File: config.mk
export PLATFORM = sky130hd
export DESIGN_NAME = order_tx_framer_flat
export DESIGN_NICKNAME = d
export VERILOG_FILES = /design/src/rtl/order_tx_framer_if.sv /design/src/rtl/order_tx_framer.sv /design/src/flat_wrapper.sv
export SDC_FILE = /design/constraint.sdc
export NUM_CORES = 1
export LEC_CHECK = 0
export ABC_CLOCK_PERIOD_IN_PS = 10200
export BUFFER_PORTS_ARGS = -buffer_cell sky130_fd_sc_hd__buf_2
export CAP_MARGIN = 40
export CORE_ASPECT_RATIO = 1.25
export CORE_UTILIZATION = 28
export DETAILED_ROUTE_END_ITERATION = 12
export SLEW_MARGIN = 10
export SYNTH_ARGS = -nofsm -noshare
export SYNTH_HDL_FRONTEND = slang
export SYNTH_SLANG_ARGS = --single-unit
export TNS_END_PERCENT = 30
File: constraint.sdc
create_clock -name i_clk -period 10.2 [get_ports i_clk]
set_clock_uncertainty 0.2 [all_clocks]
set_input_delay 0.51 -clock i_clk [delete_from_list [all_inputs] [get_ports i_clk]]
set_output_delay 0.51 -clock i_clk [all_outputs]
set_load 0.05 [all_outputs]
File: src/rtl/order_tx_framer_if.sv
// Egress byte stream between the order frame serializer and the host/MAC side.
// The framer drives data/valid/last; the consumer drives ready.
interface order_tx_framer_if;
  logic [7:0] tx_data;
  logic       tx_valid;
  logic       tx_ready;
  logic       tx_last;

  modport master (output tx_data, output tx_valid, output tx_last, input tx_ready);
  modport slave  (input tx_data, input tx_valid, input tx_last, output tx_ready);
endinterface

File: src/rtl/order_tx_framer.sv
// Order record framer: buffers whole 7-word order records in a small frame
// FIFO and serializes each as header, 28 big-endian payload bytes and an
// XOR checksum byte on a valid/ready byte stream.
//
// state | meaning
// IDLE  | FIFO empty, stream quiet
// HDR   | presenting the header byte of the head record
// PAY   | presenting payload byte r_idx of the head record
// CHK   | presenting the checksum byte, last marker high
module order_tx_framer #(
  parameter int          REG_WIDTH  = 32,
  parameter int          NUM_REGS   = 7,
  parameter int          FIFO_DEPTH = 4,
  parameter logic [7:0]  HDR_BYTE   = 8'h4F,
  parameter int          CNT_WIDTH  = 16
) (
  input  logic                  i_clk,
  input  logic                  i_reset_n,
  input  logic [REG_WIDTH-1:0]  i_reg_1,
  input  logic [REG_WIDTH-1:0]  i_reg_2,
  input  logic [REG_WIDTH-1:0]  i_reg_3,
  input  logic [REG_WIDTH-1:0]  i_reg_4,
  input  logic [REG_WIDTH-1:0]  i_reg_5,
  input  logic [REG_WIDTH-1:0]  i_reg_6,
  input  logic [REG_WIDTH-1:0]  i_reg_7,
  input  logic                  i_valid,
  order_tx_framer_if.master     tx,
  output logic                  o_fifo_full,
  output logic [CNT_WIDTH-1:0]  o_drop_count,
  output logic [CNT_WIDTH-1:0]  o_frames_sent
);

  localparam int AW        = $clog2(FIFO_DEPTH);
  localparam int REC_W     = NUM_REGS * REG_WIDTH;
  localparam int PAY_BYTES = REC_W / 8;
  localparam int IDX_W     = $clog2(PAY_BYTES);
  localparam int SEL_W     = $clog2(REC_W);
  localparam logic [IDX_W-1:0] LAST_IDX = IDX_W'(PAY_BYTES - 1);
  localparam logic [AW:0]      DEPTH_C  = (AW + 1)'(FIFO_DEPTH);

  typedef enum logic [1:0] {S_IDLE, S_HDR, S_PAY, S_CHK} state_t;

  // Payload byte 0 is the most significant byte of reg_1 (top of the record).
  function automatic logic [7:0] f_pay_byte(input logic [REC_W-1:0] rec,
                                            input logic [IDX_W-1:0] idx);
    logic [SEL_W-1:0] lo;
    lo = SEL_W'(LAST_IDX - idx) << 3;
    return rec[lo +: 8];
  endfunction

  logic [REC_W-1:0]     r_mem [FIFO_DEPTH];
  logic [AW-1:0]        r_wr_ptr;
  logic [AW-1:0]        r_rd_ptr;
  logic [AW:0]          r_count;
  logic                 r_full;

  state_t               r_state;
  logic [IDX_W-1:0]     r_idx;
  logic [7:0]           r_csum;
  logic [7:0]           r_tx_data;
  logic                 r_tx_valid;
  logic                 r_tx_last;
  logic [CNT_WIDTH-1:0] r_drop;
  logic [CNT_WIDTH-1:0] r_sent;

  logic [REC_W-1:0]     w_rec;
  logic [REC_W-1:0]     w_head;
  logic                 w_hs;
  logic                 w_pop;
  logic                 w_push;
  logic                 w_drop;
  logic [AW:0]          w_count_nxt;

  state_t               w_state_nxt;
  logic [IDX_W-1:0]     w_idx_nxt;
  logic [7:0]           w_csum_nxt;
  logic [7:0]           w_data_nxt;
  logic                 w_valid_nxt;
  logic                 w_last_nxt;

  assign w_rec  = {i_reg_1, i_reg_2, i_reg_3, i_reg_4, i_reg_5, i_reg_6, i_reg_7};
  assign w_head = r_mem[r_rd_ptr];
  assign w_hs   = r_tx_valid && tx.tx_ready;
  assign w_pop  = (r_state == S_CHK) && w_hs;
  // A full FIFO still accepts when the head record leaves at the same edge.
  assign w_push = i_valid && (!r_full || w_pop);
  assign w_drop = i_valid && !w_push;

  // Occupancy after this edge.
  always_comb begin
    w_count_nxt = r_count;
    case ({w_push, w_pop})
      2'b10:   w_count_nxt = r_count + 1'b1;
      2'b01:   w_count_nxt = r_count - 1'b1;
      default: w_count_nxt = r_count;
    endcase
  end

  // Record storage: only the tail slot is ever written.
  always_ff @(posedge i_clk) begin
    if (w_push) begin
      r_mem[r_wr_ptr] <= w_rec;
    end
  end

  // FIFO pointers, occupancy and registered full flag.
  always_ff @(posedge i_clk or negedge i_reset_n) begin
    if (!i_reset_n) begin
      r_wr_ptr <= '0;
      r_rd_ptr <= '0;
      r_count  <= '0;
      r_full   <= 1'b0;
    end else begin
      if (w_push) r_wr_ptr <= r_wr_ptr + 1'b1;
      if (w_pop)  r_rd_ptr <= r_rd_ptr + 1'b1;
      r_count <= w_count_nxt;
      r_full  <= (w_count_nxt == DEPTH_C);
    end
  end

  // Next state plus next registered stream outputs; everything holds without a handshake.
  always_comb begin
    w_state_nxt = r_state;
    w_idx_nxt   = r_idx;
    w_csum_nxt  = r_csum;
    w_data_nxt  = r_tx_data;
    w_valid_nxt = r_tx_valid;
    w_last_nxt  = r_tx_last;
    case (r_state)
      S_IDLE: begin
        if (r_count != '0) begin
          w_state_nxt = S_HDR;
          w_csum_nxt  = 8'h00;
          w_data_nxt  = HDR_BYTE;
          w_valid_nxt = 1'b1;
          w_last_nxt  = 1'b0;
        end else begin
          w_data_nxt  = 8'h00;
          w_valid_nxt = 1'b0;
          w_last_nxt  = 1'b0;
        end
      end
      S_HDR: begin
        if (w_hs) begin
          w_state_nxt = S_PAY;
          w_idx_nxt   = '0;
          w_csum_nxt  = r_csum ^ r_tx_data;
          w_data_nxt  = f_pay_byte(w_head, '0);
        end
      end
      S_PAY: begin
        if (w_hs) begin
          w_csum_nxt = r_csum ^ r_tx_data;
          if (r_idx == LAST_IDX) begin
            w_state_nxt = S_CHK;
            w_data_nxt  = r_csum ^ r_tx_data;
            w_last_nxt  = 1'b1;
          end else begin
            w_idx_nxt  = r_idx + 1'b1;
            w_data_nxt = f_pay_byte(w_head, r_idx + 1'b1);
          end
        end
      end
      S_CHK: begin
        if (w_hs) begin
          w_last_nxt = 1'b0;
          if (w_count_nxt != '0) begin
            w_state_nxt = S_HDR;
            w_csum_nxt  = 8'h00;
            w_data_nxt  = HDR_BYTE;
            w_valid_nxt = 1'b1;
          end else begin
            w_state_nxt = S_IDLE;
            w_data_nxt  = 8'h00;
            w_valid_nxt = 1'b0;
          end
        end
      end
      default: begin
        w_state_nxt = S_IDLE;
        w_data_nxt  = 8'h00;
        w_valid_nxt = 1'b0;
        w_last_nxt  = 1'b0;
      end
    endcase
  end

  // FSM state and registered stream outputs.
  always_ff @(posedge i_clk or negedge i_reset_n) begin
    if (!i_reset_n) begin
      r_state    <= S_IDLE;
      r_idx      <= '0;
      r_csum     <= 8'h00;
      r_tx_data  <= 8'h00;
      r_tx_valid <= 1'b0;
      r_tx_last  <= 1'b0;
    end else begin
      r_state    <= w_state_nxt;
      r_idx      <= w_idx_nxt;
      r_csum     <= w_csum_nxt;
      r_tx_data  <= w_data_nxt;
      r_tx_valid <= w_valid_nxt;
      r_tx_last  <= w_last_nxt;
    end
  end

  // Saturating drop and sent counters.
  always_ff @(posedge i_clk or negedge i_reset_n) begin
    if (!i_reset_n) begin
      r_drop <= '0;
      r_sent <= '0;
    end else begin
      if (w_drop && (r_drop != '1)) r_drop <= r_drop + 1'b1;
      if (w_pop  && (r_sent != '1)) r_sent <= r_sent + 1'b1;
    end
  end

  assign tx.tx_data    = r_tx_data;
  assign tx.tx_valid   = r_tx_valid;
  assign tx.tx_last    = r_tx_last;
  assign o_fifo_full   = r_full;
  assign o_drop_count  = r_drop;
  assign o_frames_sent = r_sent;

endmodule

File: src/flat_wrapper.sv
// flat-port wrapper written by rule: the top's interface ports become plain ports
module order_tx_framer_flat 
#(
  parameter int          REG_WIDTH  = 32,
  parameter int          NUM_REGS   = 7,
  parameter int          FIFO_DEPTH = 4,
  parameter logic [7:0]  HDR_BYTE   = 8'h4F,
  parameter int          CNT_WIDTH  = 16
)
  (i_clk, i_reset_n, i_reg_1, i_reg_2, i_reg_3, i_reg_4, i_reg_5, i_reg_6, i_reg_7, i_valid, o_fifo_full, o_drop_count, o_frames_sent, tx_tx_data, tx_tx_valid, tx_tx_last, tx_tx_ready);
  order_tx_framer_if tx_i ();
  input  logic i_clk;
  input  logic i_reset_n;
  input  logic [REG_WIDTH-1:0] i_reg_1;
  input  logic [REG_WIDTH-1:0] i_reg_2;
  input  logic [REG_WIDTH-1:0] i_reg_3;
  input  logic [REG_WIDTH-1:0] i_reg_4;
  input  logic [REG_WIDTH-1:0] i_reg_5;
  input  logic [REG_WIDTH-1:0] i_reg_6;
  input  logic [REG_WIDTH-1:0] i_reg_7;
  input  logic i_valid;
  output logic o_fifo_full;
  output logic [CNT_WIDTH-1:0] o_drop_count;
  output logic [CNT_WIDTH-1:0] o_frames_sent;
  output wire logic [$bits(tx_i.tx_data)-1:0] tx_tx_data;
  output wire logic [$bits(tx_i.tx_valid)-1:0] tx_tx_valid;
  output wire logic [$bits(tx_i.tx_last)-1:0] tx_tx_last;
  input wire logic [$bits(tx_i.tx_ready)-1:0] tx_tx_ready;
  assign tx_tx_data = tx_i.tx_data;
  assign tx_tx_valid = tx_i.tx_valid;
  assign tx_tx_last = tx_i.tx_last;
  assign tx_i.tx_ready = tx_tx_ready;
  order_tx_framer #(.REG_WIDTH(REG_WIDTH), .NUM_REGS(NUM_REGS), .FIFO_DEPTH(FIFO_DEPTH), .HDR_BYTE(HDR_BYTE), .CNT_WIDTH(CNT_WIDTH)) u_core (.i_clk(i_clk), .i_reset_n(i_reset_n), .i_reg_1(i_reg_1), .i_reg_2(i_reg_2), .i_reg_3(i_reg_3), .i_reg_4(i_reg_4), .i_reg_5(i_reg_5), .i_reg_6(i_reg_6), .i_reg_7(i_reg_7), .i_valid(i_valid), .tx(tx_i), .o_fifo_full(o_fifo_full), .o_drop_count(o_drop_count), .o_frames_sent(o_frames_sent));
endmodule
==> out/qor.yml, run 1 <==
drt_first_pass_iters: 5
cts_max_level: 3
worstReg2RegStart: "u_core.r_rd_ptr[1]"
tns_ns: 0
antenna_found_initial: 42
instances_no_fill: 4287
crit_fanout: 132
synth-seq-cells: 961
finalInstanceArea_mm2: 0.0467
seqPwrFrac_pct: 42.6
drcViolationCount: 0
place_inst: 3878
die_h_um: 414
fmax_ghz: 0.220
async_flop_share_pct: 6.76
ios: 271
areaGrowthSynthToFinish_pct: 22.6
core_mm2: 0.134
row_count: 150
setup_violations: 0
switchingPower_mw: 4.30
grt_pass1_vias: 20822
synth_top_family_by_area: "multiplexers"
grt_max_degree: 133
cts_root_buffer: "clkbuf_16"
worstSetupStartpoint: "u_core.r_rd_ptr[1]"
cts_tree: "yes"
clk_latency_ns: 0.68
track_usage_pct: 14.3
drtIter0Drc: 1345
synthXorXnorAreaFrac_pct: 1.14
cp.required_ns: 10.60
synth_cell_type_count: 68
yosys.area.top_type: "edfxtp_1"
combPwrFrac_pct: 31.5
synthAdderAreaFrac_pct: 0.480
finalPower_mw: 13.0
synth_edf_count: 896
slew_headroom_pct: 30.1
leakage_nw: 16.0
synth_nets: 2150
syn_area_per_cell_um2: 20.0
wire_per_inst_um: 23.1
drv_cap: 0
path_clk_slew_ns: 0.06
antenna_left: 0
p_int_mw: 8.66
syn_area_mm2: 0.0381
overflow: 0
rr_endpoint: "u_core.tx.tx_data[6]"
design.die.area_mm2: 0.137
yosysWarnings: 0
power_frac_clock_pct: 25.9
crit_path_end_kind: "flop"
cts_sinks: 961
status: "completed"
yosys.area_share.simple_pct: 2.30
r2r_setup_slack_ns: 5.65
fin_nets: 2694
synth_compound_area_share_pct: 4.40
rsz0062_at_grt: "no"
netlist_instances: 1908
io_buffers: 270
endpoint: "u_core.tx.tx_data[6]"
finalCriticalPeriod_ns: 4.55
cts_resized: 0
worst_pin_slew_ns: 1.05
hold_class: "in2reg"
drive_above_1_share_pct: 23.7
power_density_mw_per_mm2: 278
worstRegToRegCells: 8
synthDominantCellAreaShare_pct: 70.7
placed_area_mm2: 0.0414
start_kind: "flop"
ctsHoldBuffers: 226
synth_area_leaders: "edfxtp_1 (71%), mux4_2 (7.3%), mux2i_1 (5.2%)"
vias: 20142
post-cts-setup-buffers: 0
gp_congestion: 0.782
synthMuxAreaShare_pct: 14.5
ys.flop_type: "edfxtp_1"
p_sw_share_pct: 33.1
synth_most_common_cell: "edfxtp_1"
post-route-util_pct: 34.7
die_width_um: 332
start_util_pct: 28.3
vdd_drop_max_v: 0.000219
finalCritPeriodShare_pct: 44.6
dp_hpwl_um: 65800
synthTopCellsByCount: "edfxtp_1 (896), mux2i_1 (199), mux4_2 (124)"
crit_type: "reg2reg"
grt_first_pass_wirelength_um: 145000
slew_violations: 0
cts_buffer_depth: 3
yosysSeqAreaShare_pct: 74.9
numCtsBuffers: 94
hold_viol: 0
critPathArrivalTime_ns: 4.95
routed_wl_um: 99200
viasPerCell: 4.70
[layout make-up]
class                           instances  area (µm²)
Inverter                               20        75.1
Multi-Input combinational cell        838        8700
Clock buffer                          123        2520
Clock inverter                         48         443
Fill cell                           12703       87700
Tap cell                             1748        2190
Timing Repair Buffer                  537        4170
Sequential cell                       961       28500
Antenna cell                           12        30.0
[per-layer routing]
| metal | GRT usage, % | vias to the layer above | wire length [µm] |
|---|---|---|---|
| li1 | - | 8972 | - |
| met1 | 18.2 | 10403 | 41500 |
| met2 | 23.7 | 570 | 48400 |
| met3 | 3.45 | 165 | 6050 |
| met4 | 4.89 | 32 | 2980 |
| met5 | 0 | - | 218 |
[cells by family after synthesis]
| group | count (synthesis) |
|---|---|
| adders and majority gates | 14 |
| DFF | 961 |
| xor gates and xnor gates | 47 |
| muxes | 360 |
| AOI/OAI and AO/OA | 241 |
| and+or+nand+nor | 176 |
| buffers and inverters | 109 |
[power by group through the flow]
stage	Sequential, mW	Clock (mW)	Combinational (mW)
floorplan	5.76	0	2.73
global placement	5.59	0	3.99
detailed placement	5.61	0	4.08
CTS	5.53	3.44	4.18
global route	5.60	3.58	4.37
finish	5.53	3.36	4.08
[through the flow]
stage | setup slack [ns] | hold WS (ns)
after global placement | 5.54 | 0.274
after CTS | 5.52 | 0.0796
final | 5.65 | 0.136
after detailed placement | 5.51 | 0.289
after global routing | 5.32 | 0.131
after floorplan | 2.90 | 0.0144
[flip-flops by register name (all words and copies together) (netlist names)]
name                  flops
u_core.r_mem            896
u_core.r_idx              5
u_core.tx.tx_data         8
u_core.o_drop_count      16
u_core.tx.tx_last         1
u_core.r_rd_ptr           2
u_core.o_frames_sent     16
u_core.o_fifo_full        1
u_core.r_wr_ptr           2
u_core.tx.tx_valid        1
u_core.r_state            2
u_core.r_count            3
u_core.r_csum             8
[critical path, cell delays in order (launching register included)]
cell and delay [ns]:
dfrtp_4 0.96, buf_4 0.73, buf_12 0.65, mux2i_1 0.18, a22oi_1 0.23, a21oi_1 0.12
nor4_1 0.76, a211oi_1 0.17, nor3_1 0.17
[placed cells by master (no fill, tap or decap), types with 31 or more instances in the layout]
master	netlist	final
edfxtp_1	896	896
buf_2	21	271
dlygate4sd3_1	0	226
mux2i_1	199	199
mux4_2	124	124
clkbuf_16	0	96
a22oi_1	90	90
dfrtp_1	65	62
nand2_1	53	53
a21oi_1	41	41
o21ai_0	36	36
xnor2_1	31	31
[worst min-delay path by stage]
stage / startpoint / end / slack [ns] / depth (start not counted)
2_1_floorplan: i_reset_n / u_core.o_drop_count[0] / 0.01 / 0
5_1_grt: i_valid / u_core.r_wr_ptr[0] / 0.13 / 3
3_5_place_dp: u_core.o_drop_count[11] / u_core.o_drop_count[11] / 0.29 / 1
6_report: i_valid / u_core.r_wr_ptr[0] / 0.14 / 3
3_3_place_gp: u_core.o_frames_sent[9] / u_core.o_frames_sent[9] / 0.27 / 1
4_1_cts: i_valid / u_core.r_wr_ptr[0] / 0.08 / 3
No activity file was read; power rests on OpenSTA's default activity.
==> run 2: changes to the inputs <==
- ABC_CLOCK_PERIOD_IN_PS: 10200 -> 3650
- clock period: 10.2 -> 3.65 ns (I/O delays scaled with it)
==> run 2 against run 1 <==
  * Die area unchanged
  * Register-to-register slack worse by 5.5 ns
  * Routed wire length increased by 1.8%
  * Clock-buffer cell count decreased by 3
  * Fmax up 31%
  * Critical endpoint is now u_core.tx.tx_data[3]
  * Hold slack worse by 0.10 ns
  * Sequential cell count stayed put
  * First-iteration DRC count is 0.45% higher
  * Core utilization increased by 1.0 points
==> out/qor.yml, run 2 (synthesis results as in run 1) <==
status: "completed"
start_util_pct: 28.3  # unchanged
routed_wl_um: 101000  # +1.8%
drtIter0Drc: 1351  # +0.45%
worstRegToRegCells: 10  # +2
critPathArrivalTime_ns: 3.89  # -1.06 ns
slew_violations: 0  # unchanged
drcViolationCount: 0  # unchanged
leakage_nw: 16.6  # +4.3%
areaGrowthSynthToFinish_pct: 26.1
numCtsBuffers: 96  # +2.1%
track_usage_pct: 14.5  # +0.19 points
largest_reg_flops: 896  # unchanged
final_cell_mix: "edfxtp_1 (896), dlygate4sd3_1 (272), buf_2 (270), mux2i_1 (199), mux4_2 (124)"
cts_tree: "yes"
setup_violations: 0  # unchanged
antenna_found_initial: 37  # -12%
cp_slowest_cell: "and3_1"
fillerInstances: 12643  # -0.47%
hold_viol: 0  # unchanged
slew_headroom_pct: 39.5  # +9.4 points
path_cells: "ha_1, xnor2_2, inv_1, ha_1, nor2b_1, and3_1, a221oi_1, o21ai_0, a211oi_1, nor3_1"
cts_sinks: 961  # unchanged
min_from: "i_reg_5[3]"
crit_type: "reg2reg"
core_mm2: 0.134  # unchanged
path_clk_slew_ns: 0.06  # about the same
cp.required_ns: 4.07  # -6.53 ns
overflow: 0  # unchanged
die_width_um: 332  # unchanged
grt_pass1_vias: 21231  # +2.0%
final_common_cell: "edfxtp_1"
power_density_mw_per_mm2: 781  # +180%
vdd_drop_max_v: 0.000465  # +110%
gp_congestion: 0.832  # +6.4%
regMostFlops: "u_core.r_mem"
worstReg2RegStart: "u_core.r_idx[0]"
vias: 20585  # +2.2%
clk_latency_ns: 0.71  # +0.03 ns
drt_first_pass_iters: 5  # unchanged
die_h_um: 414  # unchanged
finalCriticalPeriod_ns: 3.46  # -1.08 ns
grt_first_pass_wirelength_um: 146000  # +1.1%
cts_max_level: 3  # unchanged
antenna_left: 0  # unchanged
io_buffers: 270  # unchanged
dp_hpwl_um: 68800  # +4.5%
rsz0062_at_grt: "no"
fmax_ghz: 0.289  # +31%
hold_end: "u_core.r_mem[0][67]"
post-cts-setup-buffers: 0  # unchanged
cp_top_family: "simple AND/OR/NAND/NOR gates"
viasPerCell: 4.67  # -0.63%
start_kind: "flop"
critPathMaxStageDelay_ns: 0.59  # -0.37 ns
cp_num_buf_inv: 1  # -1
rr_endpoint: "u_core.tx.tx_data[3]"
hold_depth: 2  # -1
drive_above_1_share_pct: 25.6  # +1.9 points
cts_buffer_depth: 3  # unchanged
hold_slack_ns: 0.0360  # -0.0999 ns
row_count: 150  # unchanged
ios: 271  # unchanged
finalInstanceArea_mm2: 0.0480  # +2.9%
crit_top_cell: "ha_1"
drv_cap: 0  # unchanged
cts_root_buffer: "clkbuf_16"
finalCritPeriodShare_pct: 94.9  # +50 points
design.die.area_mm2: 0.137  # unchanged
r2r_setup_slack_ns: 0.19  # -5.47 ns
fin_nets: 2810  # +4.3%
crit_path_end_kind: "flop"
worst_pin_slew_ns: 0.904  # -0.145 ns
grt_max_degree: 75  # -44%
crit_fanout: 10  # -92%
wire_per_inst_um: 22.9  # -0.98%
placed_area_mm2: 0.0420  # +1.4%
hold_class: "in2reg"
## run 2: changes by cell type in the layout (fill, tap and decap cells not counted), sizes merged
cell,delta
clkbuf,-3
dlygate4sd3,+46
diode,+1
clkdlybuf4s15,-1
clkinvlp,-1
bufinv,+6
buf,+68
dlymetal6s2s,+1
clkinv,+5
## run 2: power by group
part / internal [mW] / switching (mW) / leakage (nW)
clock: 5.70 / 4.30 / 1.54
sequential: 14.6 / 0.701 / 9.05
combinational: 4.84 / 7.36 / 6.05
total: 25.1 / 12.4 / 16.6
## run 2: worst max-delay path by stage
stage	slack, ns	from	depth (start not counted)	end
finish	0.19	u_core.r_idx[0]	10	u_core.tx.tx_data[3]
global route	0.03	u_core.r_state[0]	12	u_core.r_csum[7]
CTS	0.12	u_core.r_state[0]	12	u_core.r_csum[6]
detailed placement	0.16	u_core.r_state[1]	12	u_core.r_csum[1]
global placement	0.25	u_core.r_state[0]	12	u_core.r_csum[7]
floorplan	-1.16	u_core.tx.tx_valid	3	u_core.r_mem[0][0]
## run 2: area by class of cell
class	instances	area [µm²]	area share, %
Sequential cell	961	28500	59.4
Tap cell	1748	2190	4.55
Antenna cell	13	32.5	0.0677
Clock buffer	120	2500	5.21
Inverter	20	75.1	0.156
Multi-Input combinational cell	838	8720	18.2
Timing Repair Buffer	651	5250	10.9
Clock inverter	58	707	1.47
## run 2: what timing repair did
action / in CTS / in global routing
endpoints found under the setup margin: 0 / 8
gates resized for setup: 0 / 4
hold endpoints to repair: 988 / 0
hold buffers: 273 / 0
## run 2: layer usage
| metal | vias to the layer above | share of wire (%) | track usage (%) |
|---|---|---|---|
| li1 | 9205 | - | - |
| met1 | 10604 | 42 | 18.3 |
| met2 | 575 | 49 | 24.1 |
| met3 | 179 | 5.7 | 3.28 |
| met4 | 22 | 3.2 | 5.62 |
| met5 | - | 0.15 | 0 |
## run 2: per-stage QoR
stage                     worst slack (ns)  cells  power [mW]  TNS (ns)  utilization, %
after CTS                            0.117   4395        38.0         0            35.7
after global routing                0.0316   4405        39.2         0            35.7
after floorplan                      -1.16   1908        23.4  -1041.20               -
final                                0.185   4409        37.5         0            35.7
after global placement               0.246   3944        27.5         0            31.3
after detailed placement             0.158   3944        27.6         0            31.3
==> run 3: changes to the inputs <==
- CORE_UTILIZATION: 28 -> 54
- PLACE_DENSITY: unset -> 0.82
==> run 3 against run 2 <==
  * First-iteration DRC count is 61% higher
  * Non-clock buffer count down 71
  * Critical path depth increased by 2
  * Register-to-register slack improved by 0.03 ns
  * Global-route usage up 12 points
  * Die area decreased by 48%
  * Cell count fell by 20%
  * Via count increased by 3.8%
  * Routed wire length down 5.7%
==> out/qor.yml, run 3 (synthesis results as in run 1) <==
antenna_left: 0  # unchanged
drtIter0Drc: 2171  # +61%
gp_congestion: 0.917  # +10%
vdd_drop_max_v: 0.000565  # +21%
min_from: "i_reg_7[23]"
rsz0062_at_grt: "no"
regMostFlops: "u_core.r_mem"
instances_no_fill: 3511  # -20%
path_clk_slew_ns: 0.06  # about the same
cp.required_ns: 4.02  # -0.05 ns
grt_pass1_vias: 22031  # +3.8%
finalCriticalPeriod_ns: 3.43  # -0.0350 ns
critPathArrivalTime_ns: 3.80  # -0.09 ns
status: "completed"
grt_max_degree: 108  # +44%
areaGrowthSynthToFinish_pct: 21.0
crit_path_end_kind: "flop"
row_count: 108  # -28%
clk_latency_ns: 0.68  # -0.03 ns
drive_above_1_share_pct: 25.4  # -0.15 points
final_cell_mix: "edfxtp_1 (896), buf_2 (270), dlygate4sd3_1 (229), mux2i_1 (199), mux4_2 (124)"
cts_max_level: 3  # unchanged
drcViolationCount: 0  # unchanged
die_h_um: 299  # -28%
hold_class: "in2reg"
slew_violations: 0  # unchanged
fin_ws_ns: 0.220  # +0.0350 ns
start_kind: "flop"
hold_end: "u_core.r_mem[3][23]"
crit_type: "reg2reg"
vias: 21371  # +3.8%
leakage_nw: 16.2  # -2.6%
place_inst: 3105  # -21%
largest_reg_flops: 896  # unchanged
design.die.area_mm2: 0.0716  # -48%
ios: 271  # unchanged
cts_buffer_depth: 3  # unchanged
die_width_um: 239  # -28%
dp_hpwl_um: 59300  # -14%
routed_wl_um: 95300  # -5.7%
setup_violations: 0  # unchanged
crit_fanout: 9  # -1
viasPerCell: 6.09  # +30%
io_buffers: 270  # unchanged
cts_tree: "yes"
antenna_found_initial: 13  # -65%
overflow: 0  # unchanged
core_mm2: 0.0696  # -48%
worstReg2RegStart: "u_core.r_state[0]"
hold_viol: 0  # unchanged
worstRegToRegCells: 12  # +2
grt_first_pass_wirelength_um: 140000  # -4.1%
numCtsBuffers: 91  # -5.2%
rr_endpoint: "u_core.r_csum[0]"
power_density_mw_per_mm2: 799  # +2.3%
fillerInstances: 4463  # -65%
r2r_setup_slack_ns: 0.22  # +0.03 ns
finalCritPeriodShare_pct: 94.0  # -0.96 points
hold_slack_ns: 0.0625  # +0.0265 ns
slew_headroom_pct: 38.8  # -0.61 points
hold_depth: 2  # unchanged
cts_sinks: 961  # unchanged
place_ws_ns: 0.242  # +0.0839 ns
start_util_pct: 54.7  # +26 points
fmax_ghz: 0.292  # +1.0%
drv_cap: 0  # unchanged
track_usage_pct: 26.8  # +12 points
post-cts-setup-buffers: 0  # unchanged
drt_first_pass_iters: 5  # unchanged
worst_pin_slew_ns: 0.905  # +0.000376 ns
fin_nets: 2734  # -2.7%
final_common_cell: "edfxtp_1"
cts_root_buffer: "clkbuf_16"
wire_per_inst_um: 27.1  # +18%
[run 3: timing repair]
item                       CTS  global route
hold endpoints to repair   979             0
hold buffers               229             0
gates resized for setup      0             1
setup endpoints to repair    0             1
[run 3: cell type report]
class,instances,area [µm²],share of cell area [%]
Tap cell,935,1170,2.54
Inverter,20,75.1,0.163
Clock buffer,106,2340,5.09
Antenna cell,11,27.5,0.0597
Sequential cell,961,28500,61.9
Multi-Input combinational cell,838,8710,18.9
Timing Repair Buffer,580,4550,9.87
Clock inverter,60,671,1.46
[run 3: worst max-delay path: stages, from the launching register on]
cell	delay (ns)
dfrtp_1	0.41
ha_1	0.19
nand3_1	0.12
a21boi_1	0.23
inv_1	0.06
ha_1	0.23
fa_1	0.38
xnor2_1	0.15
nor3_1	0.29
o311ai_0	0.21
a21o_1	0.30
or2_2	0.36
o21ai_0	0.20
[run 3: power breakdown]
group	internal (mW)	switching, mW
clock	5.43	4.17
sequential	14.6	0.902
combinational	4.59	7.12
[run 3: through the flow]
stage / utilization, % / setup TNS (ns) / power, mW / instance area (µm²)
2_1_floorplan: - / -1041.20 / 23.4 / 38100
3_3_place_gp: 58.5 / 0 / 26.5 / 40700
3_5_place_dp: 58.6 / 0 / 26.9 / 40700
4_1_cts: 66.2 / 0 / 36.7 / 46100
5_1_grt: 66.2 / 0 / 38.0 / 46100
6_report: 66.2 / 0 / 36.8 / 46100
[run 3: how the worst max path moves through the flow]
stage	slack (ns)	from	cells after the start	to
after CTS	0.26	u_core.r_state[0]	12	u_core.r_csum[1]
final	0.22	u_core.r_state[0]	12	u_core.r_csum[0]
after detailed placement	0.24	u_core.r_state[0]	12	u_core.r_csum[3]
after floorplan	-1.16	u_core.tx.tx_valid	3	u_core.r_mem[0][0]
after global routing	0.02	u_core.r_state[0]	12	u_core.r_csum[6]
after global placement	0.36	u_core.r_state[0]	12	u_core.r_csum[4]
[run 3: metal layers]
layer / track usage, % / vias up / share of wire, %
met2: 46.3 / 1102 / 52
met1: 34.1 / 11003 / 37
met3: 4.50 / 211 / 7.7
met5: 0 / - / 0.042
met4: 10.1 / 8 / 3.5
li1: - / 9047 / -
